### src/rtl/bayer_mosaic_tx.sv
// bayer_mosaic_tx
// Streams a raw Bayer frame out of three full-colour plane memories (R/G/B,
// one byte per pixel). Reads pixels in raster order. For each pixel it keeps
// only the channel that the CFA position selects and sends it as one byte on
// a valid/ready stream.
//
// Ports:
//   clk, reset          clock, synchronous active-high reset
//   start               frame request, only looked at in IDLE
//   busy                high from frame accept until the done state
//   addr, rd_en         registered read address {row,col} and its qualifier
//   rdata_r/g/b         combinational plane read data for addr
//   out_valid/out_ready stream handshake
//   data_out, out_last  Bayer sample; out_last flags the all-ones address
//   done                one-cycle pulse after the last beat is accepted
//   checksum            (BAYER_TX_CHECKSUM_EN only) 16-bit sum of accepted bytes
//
// Optional feature macro: BAYER_TX_CHECKSUM_EN
//
// state | meaning
// IDLE  | waiting for start
// FETCH | issuing reads while the output buffer has credit
// DRAIN | all reads issued, waiting for buffer and in-flight read to empty
// DONE  | done pulse, pointer cleared
module bayer_mosaic_tx #(
  parameter int ROW_BITS = 7,
  parameter int COL_BITS = 7,
  parameter int ADDR_W   = ROW_BITS + COL_BITS
) (
  input  logic              clk,
  input  logic              reset,
  input  logic              start,
  output logic              busy,
  output logic [ADDR_W-1:0] addr,
  output logic              rd_en,
  input  logic [7:0]        rdata_r,
  input  logic [7:0]        rdata_g,
  input  logic [7:0]        rdata_b,
  output logic              out_valid,
  input  logic              out_ready,
  output logic [7:0]        data_out,
  output logic              out_last,
  output logic              done
`ifdef BAYER_TX_CHECKSUM_EN
  ,
  output logic [15:0]       checksum
`endif
);

  typedef enum logic [1:0] {S_IDLE, S_FETCH, S_DRAIN, S_DONE} state_t;

  state_t            state;
  logic [ADDR_W-1:0] rd_ptr;
  logic [1:0]        fifo_cnt;
  logic [7:0]        tail_data;
  logic              tail_last;

  logic              push;
  logic              pop;
  logic [7:0]        push_data;
  logic              push_last;
  logic [1:0]        cnt_next;
  logic              can_issue;

  // addr still holds the in-flight read address on the sample edge, so the
  // CFA select taken from it lines up with the returning data.
  always_comb begin
    push_data = rdata_g;
    case ({addr[COL_BITS], addr[0]})
      2'b01:   push_data = rdata_r;
      2'b10:   push_data = rdata_b;
      default: push_data = rdata_g;
    endcase
  end

  assign push      = rd_en;
  assign push_last = &addr;
  assign pop       = out_valid & out_ready;
  assign cnt_next  = fifo_cnt + {1'b0, push} - {1'b0, pop};
  // Credit: occupancy after this edge plus the read about to be issued must not exceed 2.
  assign can_issue = (cnt_next < 2'd2);

  // Two-entry output buffer; the head register drives the stream directly.
  always_ff @(posedge clk) begin
    if (reset) begin
      fifo_cnt  <= 2'd0;
      out_valid <= 1'b0;
      data_out  <= 8'h00;
      out_last  <= 1'b0;
      tail_data <= 8'h00;
      tail_last <= 1'b0;
    end else begin
      fifo_cnt  <= cnt_next;
      out_valid <= (cnt_next != 2'd0);
      case ({push, pop})
        2'b10: begin
          if (fifo_cnt == 2'd0) begin
            data_out <= push_data;
            out_last <= push_last;
          end else begin
            tail_data <= push_data;
            tail_last <= push_last;
          end
        end
        2'b01: begin
          if (fifo_cnt == 2'd2) begin
            data_out <= tail_data;
            out_last <= tail_last;
          end else begin
            out_last <= 1'b0;
          end
        end
        2'b11: begin
          if (fifo_cnt == 2'd1) begin
            data_out <= push_data;
            out_last <= push_last;
          end else begin
            data_out  <= tail_data;
            out_last  <= tail_last;
            tail_data <= push_data;
            tail_last <= push_last;
          end
        end
        default: ;
      endcase
    end
  end

  always_ff @(posedge clk) begin
    if (reset) begin
      state  <= S_IDLE;
      addr   <= '0;
      rd_en  <= 1'b0;
      rd_ptr <= '0;
      done   <= 1'b0;
      busy   <= 1'b0;
    end else begin
      done  <= 1'b0;
      rd_en <= 1'b0;
      case (state)
        S_IDLE: begin
          if (start) begin
            state  <= S_FETCH;
            busy   <= 1'b1;
            rd_ptr <= '0;
          end
        end
        S_FETCH: begin
          if (can_issue) begin
            addr   <= rd_ptr;
            rd_en  <= 1'b1;
            rd_ptr <= rd_ptr + ADDR_W'(1);
            if (&rd_ptr) state <= S_DRAIN;
          end
        end
        S_DRAIN: begin
          if (fifo_cnt == 2'd0 && !rd_en) begin
            state <= S_DONE;
            done  <= 1'b1;
            busy  <= 1'b0;
          end
        end
        default: begin
          state  <= S_IDLE;
          rd_ptr <= '0;
        end
      endcase
    end
  end

`ifdef BAYER_TX_CHECKSUM_EN
  always_ff @(posedge clk) begin
    if (reset)
      checksum <= 16'h0000;
    else if (state == S_IDLE && start)
      checksum <= 16'h0000;
    else if (pop)
      checksum <= checksum + {8'h00, data_out};
  end
`endif

endmodule

### config.mk
export PLATFORM = sky130hd
export DESIGN_NAME = bayer_mosaic_tx
export DESIGN_NICKNAME = d
export VERILOG_FILES = /design/src/rtl/bayer_mosaic_tx.sv
export SDC_FILE = /design/constraint.sdc
export NUM_CORES = 1
export LEC_CHECK = 0
export CAP_MARGIN = 20
export CORE_MARGIN = 4
export CORE_UTILIZATION = 30
export DETAILED_ROUTE_END_ITERATION = 16
export GPL_TIMING_DRIVEN = 0
export PLACE_DENSITY_LB_ADDON = 0.25
export SYNTH_ARGS = -nofsm -noshare
export SYNTH_HDL_FRONTEND = slang
export SYNTH_SLANG_ARGS = --single-unit
### constraint.sdc
create_clock -name clk -period 2.5 [get_ports clk]
set_input_delay 0.5 -clock clk [delete_from_list [all_inputs] [get_ports clk]]
set_output_delay 0.5 -clock clk [all_outputs]
set_load 0.01 [all_outputs]
== Yosys cells after proc, flatten, opt, wreduce, memory -nomap -nowiden ==
Cells that the tools add are included.

* Bits in registers: 54
* Word-level logic and storage cells: 83

* Reductions and logical operators: 19
* Mux-type cells: 28
* Add/sub/neg operators: 3
* Equal/unequal tests: 17
* Bitwise logic cells: 3
* Magnitude comparators: 1

{| class="wikitable"
|+ Operator list
! kind !! count
|-
| one-hot mux 14 bit (3 select lines) || 1
|-
| 2-to-1 mux 8 bit || 5
|-
| one-hot mux 8 bit (2 select lines) || 2
|-
| 2-to-1 mux 14 bit || 2
|-
| AND reduction 14 bit || 2
|-
| one-hot mux 8 bit (3 select lines) || 1
|-
| inequality test 2 bit (second input constant) || 8
|-
| adder 14 x 1 -> 14 bit (second input constant) || 1
|-
| AND reduction 3 bit || 4
|-
| == test 2 bit (second input constant) || 5
|-
| 2-to-1 mux 1 bit || 9
|-
| == test 2 x 1 -> 1 bit (second input constant) || 4
|-
| 2-to-1 mux 2 bit || 4
|-
| one-hot mux 2 bit (3 select lines) || 1
|-
| nonzero test 2 bit || 3
|-
| zero test 2 bit || 2
|-
| one-hot mux 1 bit (2 select lines) || 2
|-
| AND reduction 2 bit || 2
|-
| AND reduction 4 bit || 1
|-
| OR reduction 2 bit || 2
|-
| one-hot mux 1 bit (3 select lines) || 1
|-
| nonzero test 3 bit || 1
|-
| adder 2 x 1 -> 2 bit || 1
|-
| < comparator 2 bit (second input constant) || 1
|-
| 5 further kinds || 6
|}

== Depth between registers and ports, before layout ==
* Word-level depth: 5
* Mapped depth: 8
* Mapped depth without buffers: 7

== Worst setup path after synthesis ==
No wires, ideal clock.

* Path kind: input to register
* Start point: input port out_ready
* End point: register rd_ptr[6]
* Path slack: 413 ps
* Library setup time: 70 ps
* Data required time: 2430 ps
* Stages: 8
* Buffers on the path: 1
* Arrival time: 2017 ps
* Cells stage by stage: a21bo_2 > nand2_1 > ha_1 > xor2_4 > o211ai_1 > buf_2 > or4_1 > a21oi_1

* Cells in the longest elaborated chain, start to end: 5

{| class="wikitable"
|+ Ends and longest elaborated chain
! element !! RTL line !! source
|-
| start: declaration || 40 || <nowiki>input logic out_ready,</nowiki>
|-
| AND 1 bit || 78 || <nowiki>assign pop = out_valid & out_ready;</nowiki>
|-
| subtractor 2 x 1 -> 2 bit || 79 || <nowiki>assign cnt_next = fifo_cnt + {1'b0, push} - {1'b0, pop};</nowiki>
|-
| < comparator 2 bit || 81 || <nowiki>assign can_issue = (cnt_next < 2'd2);</nowiki>
|-
| inequality test 2 bit (no source line) || n/a ||
|-
| AND reduction 3 bit (no source line) || n/a ||
|-
| end signal: assignment || 152 || <nowiki>rd_ptr <= rd_ptr + ADDR_W'(1);</nowiki>
|-
| end: declaration || 53 || <nowiki>logic [ADDR_W-1:0] rd_ptr;</nowiki>
|}

Every way passes these cells.
A chain may end at the register's enable or synchronous reset.

== Worst setup path after layout ==
Ends and elaborated chain as after synthesis.

==> key figures <==
Die
  • I/O pin count: 55
  • Die height: 106 µm
  • Die width: 106 µm
  • Die ar.: 11,300 µm²
  • Core area: 9280 µm²
  • FP Rows: 35
  • Initial Utilization: 31.1%

Logic synthesis
  • Post-synth EDFFs: 0
  • Yosys reg bits: 54
  • Synth Cell Area: 2890 µm²
  • Synth async-reset ratio: 0%
  • Warnings from Yosys: 0
  • Cells after Synth: approximately 340
  • Synth cell types: 54
  • Avg Inst Size Synth: 8.41 µm²
  • Prevailing post-synth register cell: dfxtp_1
  • Syn nets: 379
  • Sequential element share of the synthesized area: 37.5%

STA
  • Slew HR: 47.9%
  • Post-route setup TNS: 0 ns
  • Unrepaired setup endpoints after global routing: yes
  • Part of the cycle the worst path needs: 94.3%
  • Final Max Tran Viols: 0
  • FMAX: 424 MHz
  • Worst setup margin: 0.143 ns
  • # setup viols final: 0
  • Worst slew pin tran: ~0.77 ns
  • Clk_skew: 0.0137 ns
  • Tmin final: 2.36 ns
  • Final hold vios: 0

Cells and area
  • Fin nets: 439
  • Reg area: 1080 µm²
  • Layout area overhead: 28.3%
  • Area occupied by multi-input gates: 1660 µm²
  • Final Util: 39.9%
  • Share of layout cells above drive strength 1: 5.69%
  • Number of fill cells: 971
  • Antenna cells: 0

CTS
  • Maximum clock path buffer count: 2
  • Clock transition at the registers of the reported paths: about 0.10 ns
  • Root Buffer: clkbuf_8
  • Post-CTS Setup Inserts: 0
  • TritonCTS buffer count: 5
  • CTS tree: done
  • H-tree depth: 2
  • Latest clock arrival within the worst-skew pair: slightly above 0.3 ns
  • Clock sink total: 54

Global route
  • First-pass GRT wire length: 13,300 µm
  • Initial antenna violation count: 0
  • Met1 usage: between 20 and 25%
  • Largest net degree at the start of global routing: 17
  • Grt ovf: 0
  • Gr busiest metal: met2
  • Vias in the first global route: 2,632
  • GRT met3 Usage: 2.49%
  • Global Route met2 Usage: 23.4%
  • Tot GR Track Use: 14.7%

Setup path
  • Reg-to-reg slack, setup: between 0.15 and 0.2 ns
  • CP Capture Type: flip-flop
  • Reg2Reg Depth: 8
  • Data arrival, critical path: 2.60 ns
  • Critical Setup Path Class: input pin to flip-flop
  • Startpoint Class: input pin
  • Crit path max fanout: 10
  • Worst Path Required: 2.74 ns
  • Worst R2R End: rd_ptr[6]$_SDFFE_PP0P_
  • Launch point of the worst reg-to-reg path: fifo_cnt[0]$_SDFF_PP0_

Route
  • 1st-pass router iterations: 4
  • Routed vias: 2,707
  • Post-route antenna net violation count: 0
  • Drt via density: 5.08
  • DRT Wirelength: 8220 µm
  • Detailed Route Iter0 Violations: 193
  • Routed length per placed instance: 15.4 µm
  • DRC violations left: 0

Pwr
  • Worst VDD drop: 280 µV
  • Leak: 1.23 nW
  • P per Cell Area: 745 nW/µm²
  • Final Power: 2.76 mW

Min path
  • Hold Path Class: flip-flop to flip-flop
  • Hold endpoint: busy$_SDFFE_PP0P_
  • Hold depth: 2
  • Worst hold start: busy$_SDFFE_PP0P_

Placement
  • GP Congestion: 0.844
  • I/O Buffers: 53
  • DP HPWL: 6340 µm
  • Pre-CTS setup slack: -0.478 ns

Outcome
  • Status: finished clean

Run
  • Max Cap Violations: 0
metal layers:
layer | vias up | share of wire (%)
li1 | 1374 | -
met1 | 1272 | 49
met2 | 59 | 46
met3 | 2 | 5.0
met4 | 0 | 0.52
met5 | - | 0
worst max-delay path: stages:
cell,delay [ns]
dlygate4sd2_1,0.34
nand3b_4,0.18
nand2_1,0.10
ha_1,0.24
xor2_4,0.27
o211ai_1,0.19
buf_2,0.23
or4_1,0.40
a21oi_1,0.15
Yosys cell counts (all sizes together) (2+ instances only):
cell type | instances | area share [%]
dfxtp | 54 | 37
a21oi | 31 | 5.4
nand2 | 27 | 3.5
o21ai | 25 | 4.3
nand3 | 24 | 4.2
mux2i | 22 | 7.6
clkbuf | 18 | 2.4
nor2 | 16 | 2.1
inv | 13 | 1.7
o31ai | 13 | 3.4
nand4 | 11 | 2.4
a22oi | 8 | 2.1
ha | 8 | 3.5
nor3 | 8 | 1.4
nand2b | 7 | 1.5
buf | 6 | 1.5
or4 | 6 | 1.6
nor2b | 5 | 1.1
nand3b | 3 | 1.2
or2 | 3 | 0.65
a2111o | 2 | 0.78
a31oi | 2 | 0.43
and2 | 2 | 0.43
and3 | 2 | 0.61
nor4 | 2 | 0.43
or4b | 2 | 0.69
xor2 | 2 | 1.3
power by group:
group	switching, mW	internal, mW	total [mW]
clock network	0.294	0.299	0.594
registers	0.0917	0.960	1.05
logic	0.660	0.452	1.11
cells by family after synthesis:
| logic type | count (synthesis) | synth area share [%] |
|---|---|---|
| multiplexers | 22 | 7.63 |
| flip-flops | 54 | 37.5 |
| buffers and inverters | 37 | 5.55 |
| AND/OR/NAND/NOR | 122 | 22.8 |
| adder cells (fa/ha/maj) | 9 | 3.82 |
| XOR/XNOR | 3 | 1.82 |
| AO/OA/AOI/OAI | 96 | 20.9 |
worst max-delay path by stage:
| stage | slack [ns] | to | cells past startpoint | start |
|---|---|---|---|---|
| after floorplan | 0.41 | rd_ptr[6]$_SDFFE_PP0P_ | 8 | out_ready |
| after global placement | -0.42 | addr[10]$_SDFFE_PP0P_ | 9 | out_ready |
| after detailed placement | -0.48 | addr[11]$_SDFFE_PP0P_ | 9 | out_ready |
| after CTS | 0.14 | rd_ptr[6]$_SDFFE_PP0P_ | 9 | out_ready |
| after global routing | -0.008 | rd_ptr[1]$_SDFFE_PP0P_ | 8 | fifo_cnt[0]$_SDFF_PP0_ |
| final | 0.14 | rd_ptr[6]$_SDFFE_PP0P_ | 9 | out_ready |
stage by stage:
| stage | hold slack, ns | cell area (µm²) | cells |
|---|---|---|---|
| CTS | 0.497 | 3700 | 533 |
| finish | 0.494 | 3700 | 533 |
| global route | 0.523 | 3700 | 533 |
| detailed placement | 0.478 | 3580 | 525 |
| global placement | 0.473 | 3580 | 525 |
| floorplan | 0.456 | 2890 | 343 |
cell type report:
type	instances	share of cell area [%]
multi-input combinational	252	44.7
sequential	54	29.2
timing repair buffer	53	14.3
tap	129	4.36
buffer	24	3.11
clock buffer	6	1.96
inverter	13	1.32
clock inverter	2	1.01
placed cells by master, fill, tap and decap left out, types with 2 or more instances in the layout:
cell / netlist / routed
nand2b_1: 7 / 7
nand3b_1: 2 / 2
and2_1: 2 / 2
nand3_1: 24 / 24
or4_1: 6 / 6
clkbuf_1: 17 / 17
o21ai_0: 25 / 25
nor3_1: 8 / 8
or4b_1: 2 / 2
nor2b_1: 5 / 5
o31ai_1: 13 / 13
clkbuf_8: 0 / 5
ha_1: 8 / 8
dfxtp_1: 54 / 54
nor2_1: 16 / 16
or2_2: 2 / 2
a22oi_1: 8 / 8
a2111o_1: 2 / 2
a21oi_1: 31 / 31
nor4_1: 2 / 2
clkbuf_2: 1 / 2
inv_1: 13 / 13
buf_2: 4 / 3
nand2_1: 27 / 27
clkdlybuf4s50_1: 0 / 52
mux2i_1: 22 / 22
a31oi_1: 2 / 2
buf_6: 2 / 2
nand4_1: 11 / 11
timing repair:
action                     in CTS  in global routing
gates resized for setup         3                  1
hold endpoints to repair        0                  0
hold buffers                    0                  0
setup endpoints to repair      14                  1
pin swaps                       0                  0
flip-flops by register name (all words and copies together), names as in the netlist:
signal and count:
done 1, rd_en 1, tail_data 8, out_valid 1, busy 1, state 2, out_last 1, tail_last 1
addr 14, fifo_cnt 2, rd_ptr 14, data_out 8
Power figures use the tool's default switching activity.
